File: config.mk
export PLATFORM = sky130hd
export DESIGN_NAME = mips_multi_control
export DESIGN_NICKNAME = d
export VERILOG_FILES = /design/src/rtl/mips_multi_pkg.sv /design/src/rtl/mips_multi_control_alu_decoder.sv /design/src/rtl/mips_multi_control.sv
export SDC_FILE = /design/constraint.sdc
export NUM_CORES = 1
export LEC_CHECK = 0
export CAP_MARGIN = 20
export CORE_MARGIN = 4
export CORE_UTILIZATION = 41
export CTS_CLUSTER_DIAMETER = 50
export CTS_CLUSTER_SIZE = 28
export DETAILED_ROUTE_END_ITERATION = 10
export PLACE_DENSITY = 0.88
export SKIP_CTS_REPAIR_TIMING = 1
export SYNTH_ARGS = -nofsm -noshare
export SYNTH_HDL_FRONTEND = slang
export SYNTH_SLANG_ARGS = --single-unit
File: constraint.sdc
create_clock -name clk -period 6.85 [get_ports clk]
set_clock_uncertainty 0.15 [all_clocks]
set_input_delay 1.7125 -clock clk [delete_from_list [all_inputs] [get_ports clk]]
set_output_delay 1.7125 -clock clk [all_outputs]
set_load 0.005 [all_outputs]
File: src/rtl/mips_multi_pkg.sv
`default_nettype none
// ============================================================================
// Module   : mips_multi_pkg
// Summary  : Shared encodings for the multicycle MIPS control path.
// Revision : 1.0 - initial release
// ============================================================================
package mips_multi_pkg;

  typedef enum logic [3:0] {
    S_FETCH   = 4'd0,
    S_DECODE  = 4'd1,
    S_MEMADR  = 4'd2,
    S_MEMRD   = 4'd3,
    S_MEMWB   = 4'd4,
    S_MEMWR   = 4'd5,
    S_EXECUTE = 4'd6,
    S_ALUWB   = 4'd7,
    S_BRANCH  = 4'd8,
    S_ADDIEX  = 4'd9,
    S_ADDIWB  = 4'd10,
    S_JUMP    = 4'd11,
    S_HALT    = 4'd12
  } state_t;

  localparam logic [5:0] c_op_rtype = 6'b000000;
  localparam logic [5:0] c_op_lw    = 6'b100011;
  localparam logic [5:0] c_op_sw    = 6'b101011;
  localparam logic [5:0] c_op_beq   = 6'b000100;
  localparam logic [5:0] c_op_addi  = 6'b001000;
  localparam logic [5:0] c_op_j     = 6'b000010;

  localparam logic [5:0] c_fn_add = 6'b100000;
  localparam logic [5:0] c_fn_sub = 6'b100010;
  localparam logic [5:0] c_fn_and = 6'b100100;
  localparam logic [5:0] c_fn_or  = 6'b100101;
  localparam logic [5:0] c_fn_slt = 6'b101010;

  localparam logic [2:0] c_alu_add = 3'b010;
  localparam logic [2:0] c_alu_sub = 3'b110;
  localparam logic [2:0] c_alu_and = 3'b000;
  localparam logic [2:0] c_alu_or  = 3'b001;
  localparam logic [2:0] c_alu_slt = 3'b111;

  localparam logic [1:0] c_aluop_add   = 2'b00;
  localparam logic [1:0] c_aluop_sub   = 2'b01;
  localparam logic [1:0] c_aluop_funct = 2'b10;

  localparam logic [1:0] c_srcb_b      = 2'b00;
  localparam logic [1:0] c_srcb_four   = 2'b01;
  localparam logic [1:0] c_srcb_imm    = 2'b10;
  localparam logic [1:0] c_srcb_imm_sh = 2'b11;

  localparam logic [1:0] c_pcsrc_alu    = 2'b00;
  localparam logic [1:0] c_pcsrc_aluout = 2'b01;
  localparam logic [1:0] c_pcsrc_jump   = 2'b10;

  function automatic logic op_supported(input logic [5:0] op);
    case (op)
      c_op_rtype, c_op_lw, c_op_sw, c_op_beq, c_op_addi, c_op_j: return 1'b1;
      default:                                                   return 1'b0;
    endcase
  endfunction

endpackage
`default_nettype wire

File: src/rtl/mips_multi_control_alu_decoder.sv
`default_nettype none
// ============================================================================
// Module   : mips_alu_decoder
// Summary  : Maps ALU operation class and Funct field to ALU_control.
// Revision : 1.0 - initial release
// ============================================================================
module mips_alu_decoder
  import mips_multi_pkg::*;
(
  input  logic [1:0] alu_op,
  input  logic [5:0] Funct,
  output logic [2:0] ALU_control,
  output logic       funct_illegal
);

  always_comb begin
    ALU_control   = c_alu_add;
    funct_illegal = 1'b0;
    case (alu_op)
      c_aluop_sub: ALU_control = c_alu_sub;
      c_aluop_funct: begin
        case (Funct)
          c_fn_add: ALU_control = c_alu_add;
          c_fn_sub: ALU_control = c_alu_sub;
          c_fn_and: ALU_control = c_alu_and;
          c_fn_or:  ALU_control = c_alu_or;
          c_fn_slt: ALU_control = c_alu_slt;
          default:  funct_illegal = 1'b1;
        endcase
      end
      default: ALU_control = c_alu_add;
    endcase
  end

endmodule
`default_nettype wire

File: src/rtl/mips_multi_control.sv
`default_nettype none
// ============================================================================
// Module   : mips_multi_control
// Summary  : Moore control FSM for a multicycle MIPS datapath.
// Revision : 1.0 - initial release
// ============================================================================
module mips_multi_control
  import mips_multi_pkg::*;
#(
  parameter bit ILLEGAL_TRAP = 1'b0
) (
  input  logic       clk,
  input  logic       reset,
  input  logic [5:0] Op,
  input  logic [5:0] Funct,
  output logic       PC_write,
  output logic       Mem_write,
  output logic       lorD_mux,
  output logic       IR_write,
  output logic       Reg_Dst_mux,
  output logic       Mem_reg_mux,
  output logic       Reg_write,
  output logic       ALU_srcA_mux,
  output logic       Branch,
  output logic       ALU_reg_write,
  output logic [1:0] ALU_srcB_mux,
  output logic [2:0] ALU_control,
  output logic [1:0] Pc_src_mux,
  output logic [3:0] state_o,
  output logic       illegal_o
);

  localparam state_t c_illegal_next = ILLEGAL_TRAP ? S_HALT : S_FETCH;

  state_t     r_state;
  state_t     w_next_state;
  logic       r_mem_is_load;
  logic [1:0] w_alu_op;
  logic       w_funct_illegal;

  mips_alu_decoder u_alu_decoder (
    .alu_op        (w_alu_op),
    .Funct         (Funct),
    .ALU_control   (ALU_control),
    .funct_illegal (w_funct_illegal)
  );

  // Load/store flavour is captured in DECODE so Op may change afterwards.
  always_ff @(posedge clk or posedge reset) begin
    if (reset) begin
      r_state       <= S_FETCH;
      r_mem_is_load <= 1'b0;
    end else begin
      r_state <= w_next_state;
      if (r_state == S_DECODE) begin
        r_mem_is_load <= (Op == c_op_lw);
      end
    end
  end

  always_comb begin
    w_next_state = S_FETCH;
    case (r_state)
      S_FETCH: w_next_state = S_DECODE;
      S_DECODE: begin
        case (Op)
          c_op_lw, c_op_sw: w_next_state = S_MEMADR;
          c_op_rtype:       w_next_state = S_EXECUTE;
          c_op_beq:         w_next_state = S_BRANCH;
          c_op_addi:        w_next_state = S_ADDIEX;
          c_op_j:           w_next_state = S_JUMP;
          default:          w_next_state = c_illegal_next;
        endcase
      end
      S_MEMADR:  w_next_state = r_mem_is_load ? S_MEMRD : S_MEMWR;
      S_MEMRD:   w_next_state = S_MEMWB;
      S_EXECUTE: w_next_state = w_funct_illegal ? c_illegal_next : S_ALUWB;
      S_ADDIEX:  w_next_state = S_ADDIWB;
      S_HALT:    w_next_state = S_HALT;
      default:   w_next_state = S_FETCH;
    endcase
  end

  always_comb begin
    PC_write      = 1'b0;
    Mem_write     = 1'b0;
    lorD_mux      = 1'b0;
    IR_write      = 1'b0;
    Reg_Dst_mux   = 1'b0;
    Mem_reg_mux   = 1'b0;
    Reg_write     = 1'b0;
    ALU_srcA_mux  = 1'b0;
    Branch        = 1'b0;
    ALU_reg_write = 1'b0;
    ALU_srcB_mux  = c_srcb_b;
    Pc_src_mux    = c_pcsrc_alu;
    w_alu_op      = c_aluop_add;
    illegal_o     = 1'b0;
    case (r_state)
      S_FETCH: begin
        IR_write     = 1'b1;
        PC_write     = 1'b1;
        ALU_srcB_mux = c_srcb_four;
      end
      S_DECODE: begin
        ALU_srcB_mux  = c_srcb_imm_sh;
        ALU_reg_write = 1'b1;
        illegal_o     = !op_supported(Op);
      end
      S_MEMADR, S_ADDIEX: begin
        ALU_srcA_mux  = 1'b1;
        ALU_srcB_mux  = c_srcb_imm;
        ALU_reg_write = 1'b1;
      end
      S_MEMRD: lorD_mux = 1'b1;
      S_MEMWB: begin
        Reg_write   = 1'b1;
        Mem_reg_mux = 1'b1;
      end
      S_MEMWR: begin
        lorD_mux  = 1'b1;
        Mem_write = 1'b1;
      end
      S_EXECUTE: begin
        ALU_srcA_mux  = 1'b1;
        w_alu_op      = c_aluop_funct;
        ALU_reg_write = 1'b1;
        illegal_o     = w_funct_illegal;
      end
      S_ALUWB: begin
        Reg_write   = 1'b1;
        Reg_Dst_mux = 1'b1;
      end
      S_BRANCH: begin
        ALU_srcA_mux = 1'b1;
        w_alu_op     = c_aluop_sub;
        Branch       = 1'b1;
        Pc_src_mux   = c_pcsrc_aluout;
      end
      S_ADDIWB: Reg_write = 1'b1;
      S_JUMP: begin
        PC_write   = 1'b1;
        Pc_src_mux = c_pcsrc_jump;
      end
      default: ;
    endcase
  end

  assign state_o = r_state;

endmodule
`default_nettype wire

=== Yosys cells after proc, flatten, opt, wreduce, memory -nomap -nowiden ===
Index checks and enable logic that the tools add are counted.
Widths: inputs -> output; s select.

* Flip-flop bits (word level): 5
* Output and inout port bits: 22
* Input port bits: 14

* Reduce and logical (&&, ||, !) cells: 12
* Equality and inequality tests: 24
* Multiplexer cells: 24

{| class="wikitable"
|+ Operators by type and width
! kind !! number
|-
| $eq 6x6->1 const B || 7
|-
| $pmux 4 s7 || 1
|-
| $eq 4x4->1 const B || 5
|-
| $pmux 4 s5 || 1
|-
| $eq 4x3->1 const B || 4
|-
| $mux 1 || 14
|-
| $pmux 3 s4 || 1
|-
| $eq 4x2->1 const B || 2
|-
| $pmux 2 s2 || 2
|-
| $reduce_or 2->1 || 4
|-
| $reduce_or 4->1 || 2
|-
| $eq 6x2->1 const B || 1
|-
| $eq 6x3->1 const B || 1
|-
| $eq 6x4->1 const B || 1
|-
| $logic_not 6->1 || 1
|-
| $mux 3 || 2
|-
| $pmux 2 s3 || 1
|-
| $pmux 3 s2 || 1
|-
| $reduce_or 6->1 || 1
|-
| $reduce_or 5->1 || 1
|-
| $eq 4x1->1 const B || 1
|-
| $logic_not 4->1 || 1
|-
| $reduce_or 3->1 || 1
|-
| $eq 2x1->1 const B || 1
|-
| 3 further kinds || 3
|}

=== Logic depth before layout (Yosys ltp) ===
Gate-level depths: netlist (run 1).

* Depth after elaboration: 6
* Depth in mapped cells: 8
* Depth with buffers taken out: 7

=== Cells and area by module ===
A second synthesis (run 1) with hierarchy kept.

* Cell total of the unflattened synthesis: 89
* Area total of the unflattened synthesis: 671.9 um^2

{| class="wikitable"
|+ Modules (own cells, without submodules)
! module !! seq. area each (um^2) !! times used !! cells an instance !! area an instance (um^2)
|-
| mips_multi_control || 125.1 || 1 || 69 || 523.0
|-
| mips_alu_decoder || 0.0 || 1 || 20 || 148.9
|}

=== Worst setup path before layout (run 1) ===
No wires, ideal clock.

* Path type: input to output
* Start point: input Op[0]
* End point: output illegal_o
* Arrival: 2.493 ns
* Setup slack: 2.495 ns
* Stages: 3
* Path through: or3_1 o21bai_1 a32o_1

* Cells in the longest elaborated chain, start to end: 6
* Elaborated cells on any way between the ends: 11

{| class="wikitable"
|+ RTL lines
! what !! RTL line !! RTL
|-
| start, declared || mips_multi_control.sv:14 || <nowiki>input logic [5:0] Op,</nowiki>
|-
| $eq 6x6->1, or another cell as far along || mips_multi_pkg.sv:58 || <nowiki>case (op)</nowiki>
|-
| $reduce_or 6->1 * || mips_multi_pkg.sv:58 ||
|-
| $mux 1 * || mips_multi_pkg.sv:58 ||
|-
| $mux 1 * || mips_multi_control.sv:99 || <nowiki>case (r_state)</nowiki>
|-
| $logic_not 1->1 * || mips_multi_control.sv:108 || <nowiki>illegal_o = !op_supported(Op);</nowiki>
|-
| $pmux 1 s2 * || mips_multi_control.sv:99 ||
|-
| end, declared || mips_multi_control.sv:30 || <nowiki>output logic illegal_o</nowiki>
|}

Every way passes the cells marked *; elsewhere a longest branch is shown, timed or not. The select of a mux whose other input is x is not followed.

=== Final worst setup path (run 1) ===
Same ends and word-level chain as after synthesis.

==> impl.org, run 1 <==
** Final layout
- In the final layout, the share of cells above drive strength 1 is 4.84%.
- In the final design database the tool counted 142 nets.
- Relative to the synthesized area, the layout overhead comes to 55.3%.
- Diode insertion count for antenna repair :: 0
- After routing the design area is 1030 um^2.
- Cells fill 67.8% of the core in the end.

** Clocking
- Clock-pin slew on the worst setup and hold paths :: 50 ps
- TritonCTS Buffers :: 3
- No sink is reached through more buffers than the 2 on the longest clock path.
- CTS saw 5 sinks.
- Clock tree root driver cell :: sky130_fd_sc_hd__clkbuf_4
- Worst skew pair latency :: 260 ps
- CTS tree :: yes
- H-tree Lvls :: 1

** Synthesis
- Post-synth EDFFs :: 0
- In the synthesized netlist the dominant register cell turns out to be sky130_fd_sc_hd__dfrtp_1.
- After synthesis, the mean cell area works out to 7.24 um^2.
- Yosys mapped the design onto 37 distinct sky130hd cell types.
- Yosys top cell area share :: 18.8%
- Synth Instances :: 92
- Leading cell types by count after synthesis :: 12 x sky130_fd_sc_hd__nor2_1, 6 x sky130_fd_sc_hd__clkbuf_1, 6 x sky130_fd_sc_hd__inv_1
- Of the synthesized area, sequential elements account for 18.8%.
- Yosys instantiated no cell more often than sky130_fd_sc_hd__nor2_1.
- The synthesized netlist occupies a cell area of 666 um^2.
- Net Count, Synth :: 109
- Seq cells post-synth :: 5
- Synth warnings :: 0
- Top area cells in the synthesized netlist :: sky130_fd_sc_hd__dfrtp_1 19%, sky130_fd_sc_hd__nor2_1 6.8%, sky130_fd_sc_hd__ha_1 5.6%
- The biggest area contributor in the post-synthesis netlist is sky130_fd_sc_hd__dfrtp_1.
- Share of synthesized flip-flops with an asynchronous set or reset :: 100%

** GRT
- After global routing the overflow that remains totals 0.
- Global-route wire length before repair :: 2520 um
- Pin count of the biggest net entering global routing :: 18
- The via count of the first global-routing pass came to 631.
- For this run, the total global-route usage over all layers was measured as 15.4%.
- Number of antenna violations at the first check in global routing :: 0

** Pwr
- After layout, the design draws a total of 251 uW.
- In this run the power density over the cells is 243 nW/um^2.
- Maximum VDD drop :: 0.000144 V
- Leakage Power :: 0.000398 uW

** Setup path
- STA classifies the critical path startpoint as an input pin.
- STA classifies the critical path endpoint as a primary output.
- Measured in cells, the most critical reg-to-reg path has a length of 7.
- Of all nets on the critical path, the largest fanout is 4.
- Required time worst endpoint :: 4990 ps
- Worst path most repeated cell :: sky130_fd_sc_hd__clkdlybuf4s50_1
- Arrival time of data at the critical path endpoint :: 3440 ps
- The slowest stage of the critical path belongs to the cell sky130_fd_sc_hd__clkdlybuf4s50_1.
- CP max stage delay :: 440 ps
- Worst setup path class :: in2out
- Cell-by-cell trace of the critical path :: clkdlybuf4s50_1 > or3_1 > o21bai_1 > a32o_1 > clkdlybuf4s50_1

** Routing
- In the final routed layout, each cell accounts on average for 12.4 um.
- Via-per-instance ratio :: 5.60
- Number of vias in the routed layout :: 784
- For this run, design rule violations remaining after detail routing come to 0.
- Post-route antenna net violation count :: 0
- After the first detailed-routing iteration, the DRC count stood at 12.
- First-pass DRT Iterations :: 4
- Routed wire length :: 1730 um

** Placement
- I/O Buffers :: 35
- Sum of net half-perimeters after detailed placement :: 1370 um
- Instance area after placement :: 1010 um^2
- The congestion estimate from routability-driven global placement came to 0.877.

** Die
- In this run the horizontal extent of the chip is 48.3 um.
- Once the floorplan was initialized, standard cells occupied 43.7% of the core.
- Total number of placement rows :: 14
- The total area inside the core boundary comes to 1520 um^2.
- The floorplan step defined a die boundary enclosing 2330 um^2.
- Die Span Y :: 48.3 um
- Top-level port count :: 36

** STA
- Setup violations remaining at the end of the flow were counted as 0.
- Hold Vio Cnt, Final :: 0
- Post-route worst hold slack :: 402 ps
- After routing, the total negative slack on setup checks comes to 0 ps.
- Post-layout min period :: 5310 ps
- Worst Tran Pin Value :: 463 ps
- Number of slew-limit violations in the final report :: 0
- Headroom to the max-slew limit came out at 69.2%.
- Final period util :: 77.5%
- Peak Freq :: 188 MHz
- Setup repair after global routing left no endpoint under its margin.

** Run status
- The run finished with clean final reports.

** Worst hold path
- The worst hold path passes through 2 cells.
- The min-delay analysis places its worst path in the category reg2reg.

** Job
- Across the run, the number of max-cap violations was 0.
==> cells in the final DEF (no fill, tap or decap) <==
cell and n:
sky130_fd_sc_hd__or4_1 2, sky130_fd_sc_hd__nand3_1 2, sky130_fd_sc_hd__ha_1 3, sky130_fd_sc_hd__nor4b_1 1, sky130_fd_sc_hd__clkdlybuf4s50_1 35, sky130_fd_sc_hd__nor2b_1 2
sky130_fd_sc_hd__o31ai_1 2, sky130_fd_sc_hd__or4b_4 1, sky130_fd_sc_hd__or2_1 1, sky130_fd_sc_hd__o211ai_1 3, sky130_fd_sc_hd__nor3_1 3, sky130_fd_sc_hd__nor3b_1 3
sky130_fd_sc_hd__nor4bb_1 1, sky130_fd_sc_hd__inv_1 6, sky130_fd_sc_hd__or3_1 2, sky130_fd_sc_hd__nor4_1 1, sky130_fd_sc_hd__o21bai_1 1, sky130_fd_sc_hd__clkinv_2 1
sky130_fd_sc_hd__a21oi_1 3, sky130_fd_sc_hd__a32oi_1 2, sky130_fd_sc_hd__clkbuf_4 3, sky130_fd_sc_hd__and2_1 1, sky130_fd_sc_hd__nand2b_1 5, sky130_fd_sc_hd__or2_2 1
sky130_fd_sc_hd__o21ai_0 4, sky130_fd_sc_hd__xor2_1 1, sky130_fd_sc_hd__and3_1 1, sky130_fd_sc_hd__a32o_1 1, sky130_fd_sc_hd__xnor2_1 2, sky130_fd_sc_hd__or2b_1 1
sky130_fd_sc_hd__mux2i_1 2, sky130_fd_sc_hd__a21o_1 1, sky130_fd_sc_hd__nand2_1 3, sky130_fd_sc_hd__dfrtp_1 5, sky130_fd_sc_hd__nor2_1 12, sky130_fd_sc_hd__o41ai_1 1
sky130_fd_sc_hd__o2bb2ai_1 1, sky130_fd_sc_hd__a31oi_1 4
==> worst max-delay path: cells and delay by family <==
kind	cells	cell delay [ps]
AO/OA/AOI/OAI	2	440
buffers and inverters	2	880
AND/OR/NAND/NOR	1	410
==> report_power, final <==
part           total (uW)  switching [uW]  internal (uW)
Clock                36.2            14.9           21.3
Sequential           58.6            23.0           35.5
Combinational         156            53.6            102
Total                 251            91.6            159
==> per-layer routing <==
| metal | GRT usage, % | wire length, um |
|---|---|---|
| met2 | 26.6 | 838 |
| met3 | 5.54 | 141 |
| met5 | 0 | 0 |
| met1 | 17.0 | 721 |
| met4 | 6.45 | 30 |
==> cells by family after synthesis <==
family          synth area share (%)
xor+xnor                        3.95
fa+ha+maj                       5.64
flops                           18.8
buf+inv                         7.89
mux                             3.01
compound gates                  23.7
simple gates                    37.0
==> area by class of cell <==
cell class | count | area (um^2)
well taps | 16 | 20.0
repair buffers | 35 | 350
fillers | 140 | 490
flip-flops and latches | 5 | 125
multi-input cells | 74 | 488
clock buffers | 3 | 22.5
clock inverters | 1 | 5.00
inverters | 6 | 22.5
==> final timing paths <==
kind | start | endpoint | slack (ps)
min in group asynchronous | reset | state_o[1]$_DFF_PP0_ | 1500
max in group asynchronous | reset | state_o[0]$_DFF_PP0_ | 4890
hold / removal | r_mem_is_load$_DFFE_PP0P_ | r_mem_is_load$_DFFE_PP0P_ | 400
hold reg to reg | r_mem_is_load$_DFFE_PP0P_ | r_mem_is_load$_DFFE_PP0P_ | 400
setup reg to reg | state_o[2]$_DFF_PP0_ | state_o[1]$_DFF_PP0_ | 4580
setup / recovery | Op[0] | illegal_o | 1540
==> registers in the layout (all words and copies together), names as in the netlist <==
register	flops
r_mem_is_load	1
state_o	4
==> stage by stage <==
step	setup slack, ps	std cells
6_report	1540	140
5_1_grt	1480	140
4_1_cts	1530	140
3_5_place_dp	1550	136
3_3_place_gp	1600	136
2_1_floorplan	2490	92
(Power assumes the default switching activity.)
==> inputs of run 2 (changes only) <==
--- a/config.mk
+++ b/config.mk
@@ -7,11 +7,11 @@
 export LEC_CHECK = 0
 export CAP_MARGIN = 20
 export CORE_MARGIN = 4
-export CORE_UTILIZATION = 41
+export CORE_UTILIZATION = 38
 export CTS_CLUSTER_DIAMETER = 50
 export CTS_CLUSTER_SIZE = 28
 export DETAILED_ROUTE_END_ITERATION = 10
-export PLACE_DENSITY = 0.88
+export PLACE_DENSITY = 0.83
 export SKIP_CTS_REPAIR_TIMING = 1
 export SYNTH_ARGS = -nofsm -noshare
 export SYNTH_HDL_FRONTEND = slang
==> constraint.sdc (replaced) <==
create_clock -name clk -period 4.98 [get_ports clk]
set_clock_uncertainty 0.15 [all_clocks]
set_input_delay 1.245 -clock clk [delete_from_list [all_inputs] [get_ports clk]]
set_output_delay 1.245 -clock clk [all_outputs]
set_load 0.005 [all_outputs]
==> run 2 against run 1 <==
Against the previous run:
- clock power rose by 27%
- flip-flop and latch count unchanged
- sequential share of layout area about the same
- non-clock buffer count did not move
- via count rose by 2.0%
- critical path depth unchanged
- first-iteration DRC count grew 140%
- design area decreased by 0.12%
- power increased by 38%
- utilization is 2.3 points lower
- combinational power is 40% higher
- worst setup slack got worse by 900 ps
- critical endpoint unchanged
- largest cell class unchanged
==> impl.org, run 2 (synthesized netlist as in run 1, its figures left out) <==
** Clocking
- The H-tree depth was 1 (unchanged).
- TritonCTS Buffers :: 3 (unchanged)
- The clock latency of the later-clocked register in the worst-skew pair was 230 ps (-30 ps).
- The clock sink total came to 5 (unchanged).
- TritonCTS built the clock tree.
- The clock transition at the register clock pins on the worst setup and hold paths after CTS is 40 ps (about the same).
- The maximum clock path buffer count came to 2 (unchanged).
- Clock tree root driver cell :: sky130_fd_sc_hd__clkbuf_4

** Final layout
- The area taken by flip-flops and latches was 125 um^2 (unchanged).
- The diode insertion count for antenna repair is 0 (unchanged).
- Most frequent standard cell in the layout excluding fill and tap cells :: sky130_fd_sc_hd__clkdlybuf4s50_1
- Relative to the synthesized area, the layout overhead comes to 55.1%.
- The layout filler cell count was 150 (+7.1%).
- Footprint of the multi-input gates :: 488 um^2 (unchanged)
- The final net count was 142 (unchanged).
- Final cell area excluding filler cells :: 1030 um^2 (-0.12%)
- Max reg flops :: 4 (unchanged)
- The share of layout cells above drive strength 1 is 4.03% (-0.81 points).
- Leaving out fill and tap cells, the most frequent cells in the layout are 35 x sky130_fd_sc_hd__clkdlybuf4s50_1, 12 x sky130_fd_sc_hd__nor2_1, 6 x sky130_fd_sc_hd__inv_1.

** Worst hold path
- Hold WC Path Type :: reg2reg

** Job
- Max-capacitance violation count :: 0 (unchanged)

** Routing
- The number of vias after detailed routing was 800 (+2.0%).
- The number of nets with antenna violations after detailed routing came to 0 (unchanged).
- The via count normalized by instance count was 5.71 (+2.0%).
- The number of remaining DRC errors is 0 (unchanged).
- The number of detailed-route iterations in the first pass was 4 (unchanged).
- DRC marker count from the first detailed-route iteration :: 29 (+17)
- The per-cell routed wire length came to 13.3 um (+7.7%).
- Routed wire length :: 1870 um (+7.7%)

** STA
- The number of max-slew violations in the final report is 0 (unchanged).
- Worst Tran Pin Value :: 468 ps (+5.12 ps)
- RSZ-0062 raised after global routing :: false
- Worst slew margin relative to its limit :: 68.8% (-0.34 points)
- Final setup violation count :: 0 (unchanged)
- Timing would allow up to 231 MHz.
- The aggregate negative setup slack is 0 ps (unchanged).
- Counting I/O delays and the setup requirement, the final critical path takes 4330 ps.
- Final period util :: 87.0%
- The final hold violation count came to 0 (unchanged).

** Pwr
- The power per cell area was 335 nW/um^2 (+38%).
- Power share of the sequential group :: 23.6% (+0.2 points)
- The combinational share of power is 63.1% (+0.9 points).
- The clock group share of total power is 13.3% (-1.1 points).
- The worst ir drop on vdd is 0.000174 V (+20%).
- The leakage power was 0.000395 uW (-0.69%).
- The switching part of the total came to 36.3% (-0.21 points).
- The cell-internal power is 220 uW (+38%).
- Switching power :: 126 uW (+37%)

** Die
- The die height was 49.9 um (+3.2%).
- The area of the die was 2490 um^2 (+6.6%).
- Top-level port count :: 36 (unchanged)
- The core area was 1580 um^2 (+3.4%).
- The initial cell density of the core came to 42.2% (-1.5 points).
- The number of core rows came to 14 (unchanged).
- Width of the chip :: 49.9 um (+3.2%)

** Placement
- The placement-stage cell area is 1010 um^2 (unchanged).
- Final RePlAce weighted congestion :: 0.736 (-16%)
- The count of port buffers added during placement was 35 (unchanged).
- Sum of net half-perimeters after detailed placement :: 1520 um (+11%)

** GRT
- The wire length of the first global-routing pass is 3190 um (+27%).
- Met1 track demand over resource :: 19.1% (+2.1 points)
- Global-route layer with the greatest usage :: met2
- Number of antenna violations at the first check in global routing :: 0 (unchanged)
- The total routing usage reported by global routing came to 15.5% (+0.11 points).
- The via count of the first global-routing pass is 738 (+17%).
- Pin count of the biggest net entering global routing :: 18 (unchanged)
- Overall overflow remaining after global route :: 0 (unchanged)
- The global-route met3 utilization is 2.41% (-3.1 points).
- The global-route met2 utilization is 26.4% (-0.13 points).

** Setup path
- The worst endpoint data arrival time came to 2940 ps (-500 ps).
- Worst setup SP type :: input pin
- Max Fanout on Critical Path :: 4 (unchanged)
- STA classifies the critical path endpoint as a primary output.
- Worst setup path class :: in2out
- Required time worst endpoint :: 3590 ps (-1400 ps)

** Run status
- Run status :: finished clean
==> run 2: cell types whose count changed in the layout (fill, tap and decap cells not counted), sizes merged <==
cell,before,now
clkbuf,3,4
clkinv,1,0
==> run 2: final timing paths <==
path	start	endpoint	slack, ps	cells after the start
setup / recovery	Op[0]	illegal_o	650	5
hold / removal	r_mem_is_load$_DFFE_PP0P_	r_mem_is_load$_DFFE_PP0P_	400	2
setup reg to reg	state_o[2]$_DFF_PP0_	state_o[1]$_DFF_PP0_	2690	7
hold reg to reg	r_mem_is_load$_DFFE_PP0P_	r_mem_is_load$_DFFE_PP0P_	400	2
max in group asynchronous	reset	state_o[0]$_DFF_PP0_	3450	2
min in group asynchronous	reset	state_o[3]$_DFF_PP0_	1060	2
==> run 2: power groups by stage <==
stage | sequential, uW | combinational, uW | clock [uW]
finish | 81.5 | 218 | 46.0
global route | 87.1 | 237 | 52.3
CTS | 81.5 | 220 | 46.6
global placement | 82.1 | 214 | 0
floorplan | 61.1 | 118 | 0
detailed placement | 81.9 | 219 | 0
==> run 2: routing by layer <==
| layer | part of all wire (%) | up-vias |
|---|---|---|
| met5 | 0 | - |
| met4 | 1.2 | 0 |
| met3 | 7.8 | 4 |
| met2 | 48 | 40 |
| met1 | 43 | 353 |
| li1 | - | 403 |
==> run 2: per-stage QoR <==
stage               worst slack, ps  cells  hold WS (ps)  total power (uW)  utilization, %
floorplan                      1560     92           318               179               -
global placement                665    136           364               296            63.8
detailed placement              646    136           382               301            63.8
CTS                             637    140           391               348            65.5
global route                    558    140           407               376            65.5
finish                          647    140           399               346            65.5
==> run 2: final cells by class <==
type,count,area share [%]
Clock buffer,4,2.55
Multi-Input combinational cell,74,47.3
Tap cell,16,1.94
Inverter,6,2.18
Sequential cell,5,12.1
Timing Repair Buffer,35,33.9
==> run 2: critical path: stages <==
cell and delay (ps):
sky130_fd_sc_hd__clkdlybuf4s50_1 440, sky130_fd_sc_hd__or3_1 390, sky130_fd_sc_hd__o21bai_1 160, sky130_fd_sc_hd__a32o_1 250, sky130_fd_sc_hd__clkdlybuf4s50_1 450
==> inputs of run 3 (changes only) <==
--- a/config.mk
+++ b/config.mk
@@ -7,11 +7,12 @@
 export LEC_CHECK = 0
 export CAP_MARGIN = 20
 export CORE_MARGIN = 4
-export CORE_UTILIZATION = 38
+export CORE_UTILIZATION = 41
 export CTS_CLUSTER_DIAMETER = 50
 export CTS_CLUSTER_SIZE = 28
 export DETAILED_ROUTE_END_ITERATION = 10
-export PLACE_DENSITY = 0.83
+export PLACE_DENSITY = 0.88
+export RECOVER_POWER = 25
 export SKIP_CTS_REPAIR_TIMING = 1
 export SYNTH_ARGS = -nofsm -noshare
 export SYNTH_HDL_FRONTEND = slang
==> constraint.sdc (replaced) <==
create_clock -name clk -period 5.1 [get_ports clk]
set_clock_uncertainty 0.15 [all_clocks]
set_input_delay 1.275 -clock clk [delete_from_list [all_inputs] [get_ports clk]]
set_output_delay 1.275 -clock clk [all_outputs]
set_load 0.005 [all_outputs]
==> run 3 against run 2 <==
Against the previous run:
- non-clock buffer count is the same
- clock power grew 4%
- utilization grew 2.3 points
- largest cell class unchanged
- sequential share of layout area is essentially flat
- power shrank 2.5%
==> impl.org, run 3 (synthesized netlist as in run 1, its figures left out) <==
** Run status
- Run status :: finished clean

** Setup path
- Max Fanout on Critical Path :: 4 (unchanged)
- Beginning of the worst register-to-register path :: state_o[1]$_DFF_PP0_
- Kind of end point of the critical path :: primary output
- The worst setup path is of the in2out kind.
- Worst setup SP type :: input pin
- Arrival time of data at the critical path endpoint :: 3000 ps (+60 ps)
- The critical path data required time was 3670 ps (+80 ps).
- RR Endpoint :: state_o[2]$_DFF_PP0_
- The number of cells on the worst reg-to-reg path was 7 (unchanged).
- The slack of the worst reg-to-reg path was 2810 ps (+120 ps).

** Placement
- The placement-stage cell area came to 1010 um^2 (unchanged).
- Number of placed instances, taps included :: 136 (unchanged)
- The post-place setup slack came to 679 ps (+33.5 ps).
- The placed wire-length estimate after detailed placement came to 1380 um (-9.0%).
- The final RePlAce weighted congestion is 0.877 (+19%).
- The count of port buffers added during placement was 35 (unchanged).

** Worst hold path
- The worst hold path terminates at r_mem_is_load$_DFFE_PP0P_.
- The hold-critical path depth is 2 (unchanged).
- Hold WC Path Type :: reg2reg
- Start point of the worst hold path :: r_mem_is_load$_DFFE_PP0P_

** Final layout
- Diode insertion count for antenna repair :: 0 (unchanged)
- Count of fill cells added during filler insertion :: 145 (-3.3%)
- Synthesis-to-finish area growth :: 55.3%
- Leading cell types in the layout, fill and taps excluded :: 31 x sky130_fd_sc_hd__clkdlybuf4s50_1, 12 x sky130_fd_sc_hd__nor2_1, 6 x sky130_fd_sc_hd__inv_1
- The share of layout cells above drive strength 1 was 4.84% (+0.81 points).
- The final net count came to 142 (unchanged).
- The number of standard cells in the final layout excluding fillers was 140 (unchanged).
- The number of flip-flops under the largest register name is 4 (unchanged).
- The library cell used most frequently in the layout, excluding fill and tap cells, is sky130_fd_sc_hd__clkdlybuf4s50_1.
- Final cell area excluding filler cells :: 1030 um^2 (+0.12%)

** GRT
- Total global-route track usage :: 14.5% (-1.1 points)
- The remaining global-route overflow is 0 (unchanged).
- The wire length of the first global-routing pass is 2440 um (-24%).
- Pin count of the biggest net entering global routing :: 18 (unchanged)
- The via count of the first global-routing pass was 637 (-14%).
- The initial antenna violation count is 0 (unchanged).

** Clocking
- The clock latency of the later-clocked register in the worst-skew pair was 250 ps (+20 ps).
- In this run the clock root is driven by a sky130_fd_sc_hd__clkbuf_4.
- TritonCTS Buffers :: 3 (unchanged)
- CTS tree :: yes
- The H-tree depth is 1 (unchanged).
- The maximum clock path buffer count came to 2 (unchanged).
- Clock-pin slew on the worst setup and hold paths :: 50 ps (about the same)
- The clock sink total came to 5 (unchanged).

** STA
- The final worst setup slack came to 671 ps (+23.4 ps).
- Post-layout min period :: 4430 ps
- Total negative setup slack :: 0 ps (unchanged)
- Worst slew margin relative to its limit :: 67.7% (-1.1 points)
- Worst Tran Pin Value :: 484 ps (+16.3 ps)
- Of the available clock period, the critical path in the final layout requires 86.8%.
- Peak Freq :: 226 MHz
- RSZ-0062 raised after global routing :: false
- The number of failing setup endpoints in the final timing report is 0 (unchanged).
- Hold Vio Cnt, Final :: 0 (unchanged)
- Number of slew-limit violations in the final report :: 0 (unchanged)
- Post-route worst hold slack :: 398 ps (-1.44 ps)

** Die
- Width of the chip :: 48.3 um (-3.1%)
- The die height came to 48.3 um (-3.1%).
- The top-level I/O count came to 36 (unchanged).
- Total number of placement rows :: 14 (unchanged)
- Starting density of the core :: 43.7% (+1.5 points)
- The area of the die was 2330 um^2 (-6.2%).
- Core Box Area :: 1520 um^2 (-3.3%)

** Pwr
- Fraction of power spent switching nets :: 36.7% (+0.39 points)
- Switching power :: 124 uW (-1.5%)
- Relative contribution of the clock network to total power :: 14.2% (+0.9 points)
- The leakage power was 0.000399 uW (+0.96%).
- Power share of the sequential group :: 23.6% (about the same)
- The worst ir drop on vdd was 0.000197 V (+13%).
- The combinational share of power was 62.3% (-0.8 points).
- The power per cell area is 326 nW/um^2 (-2.6%).
- The cell-internal power was 213 uW (-3.1%).

** Routing
- DRC marker count from the first detailed-route iteration :: 12 (-59%)
- The number of detailed-route iterations in the first pass was 4 (unchanged).
- The number of nets with antenna violations after detailed routing came to 0 (unchanged).
- The number of vias after detailed routing is 788 (-1.5%).
- Via-per-instance ratio :: 5.63 (-1.5%)
- The final wirelength is 1760 um (-5.8%).
- Number of remaining DRC errors :: 0 (unchanged)
- Wire length per cell after detailed routing :: 12.6 um (-5.8%)

** Job
- The max-cap check violation count was 0 (unchanged).
run 3: cell count changes in the layout (fill, tap and decap cells not counted), sizes merged:
cell	previous run	this run
clkinv	0	1
clkbuf	4	3
clkdlybuf4s50	35	31
dlygate4sd3	0	4
run 3: worst max path at each step:
stage               startpoint   endpoint  slack (ps)  depth (start not counted)
global placement         Op[0]  illegal_o         730                          5
finish                   Op[0]  illegal_o         670                          5
global route             Op[0]  illegal_o         610                          5
CTS                      Op[0]  illegal_o         660                          5
floorplan                Op[0]  illegal_o        1620                          3
detailed placement       Op[0]  illegal_o         680                          5
run 3: per-layer routing:
metal  share of wire [%]  routed length [um]  global-route usage [%]  vias to the layer above
met5                   0                   0                       0                        -
met4                   0                   0                    3.23                        0
met3                 6.3                 110                    3.69                        0
met2                  49                 858                    26.8                       34
met1                  45                 787                    16.3                      353
li1                    -                   -                       -                      401
run 3: cell type report:
cell class | count | area (um^2) | area share, %
multi-input combinational | 74 | 488 | 47.2
timing repair buffer | 35 | 350 | 33.9
clock buffer | 3 | 22.5 | 2.18
clock inverter | 1 | 5.00 | 0.484
inverter | 6 | 22.5 | 2.18
tap | 16 | 20.0 | 1.94
sequential | 5 | 125 | 12.1
run 3: through the flow:
| stage | total power (uW) | util [%] |
|---|---|---|
| final | 337 | 67.8 |
| after floorplan | 175 | - |
| after detailed placement | 290 | 66.0 |
| after global placement | 287 | 66.0 |
| after global routing | 362 | 67.8 |
| after CTS | 340 | 67.8 |
run 3: power groups by stage:
stage	registers (uW)	logic, uW	clock network [uW]
after global routing	81.2	228	52.3
final	79.4	210	47.7
after global placement	79.1	208	0
after detailed placement	79.5	211	0
after CTS	78.5	212	49.2
after floorplan	59.6	115	0
run 3: critical path, cell delays in order:
cell                              delay [ps]
sky130_fd_sc_hd__clkdlybuf4s50_1         440
sky130_fd_sc_hd__or3_1                   410
sky130_fd_sc_hd__o21bai_1                180
sky130_fd_sc_hd__a32o_1                  260
sky130_fd_sc_hd__clkdlybuf4s50_1         440
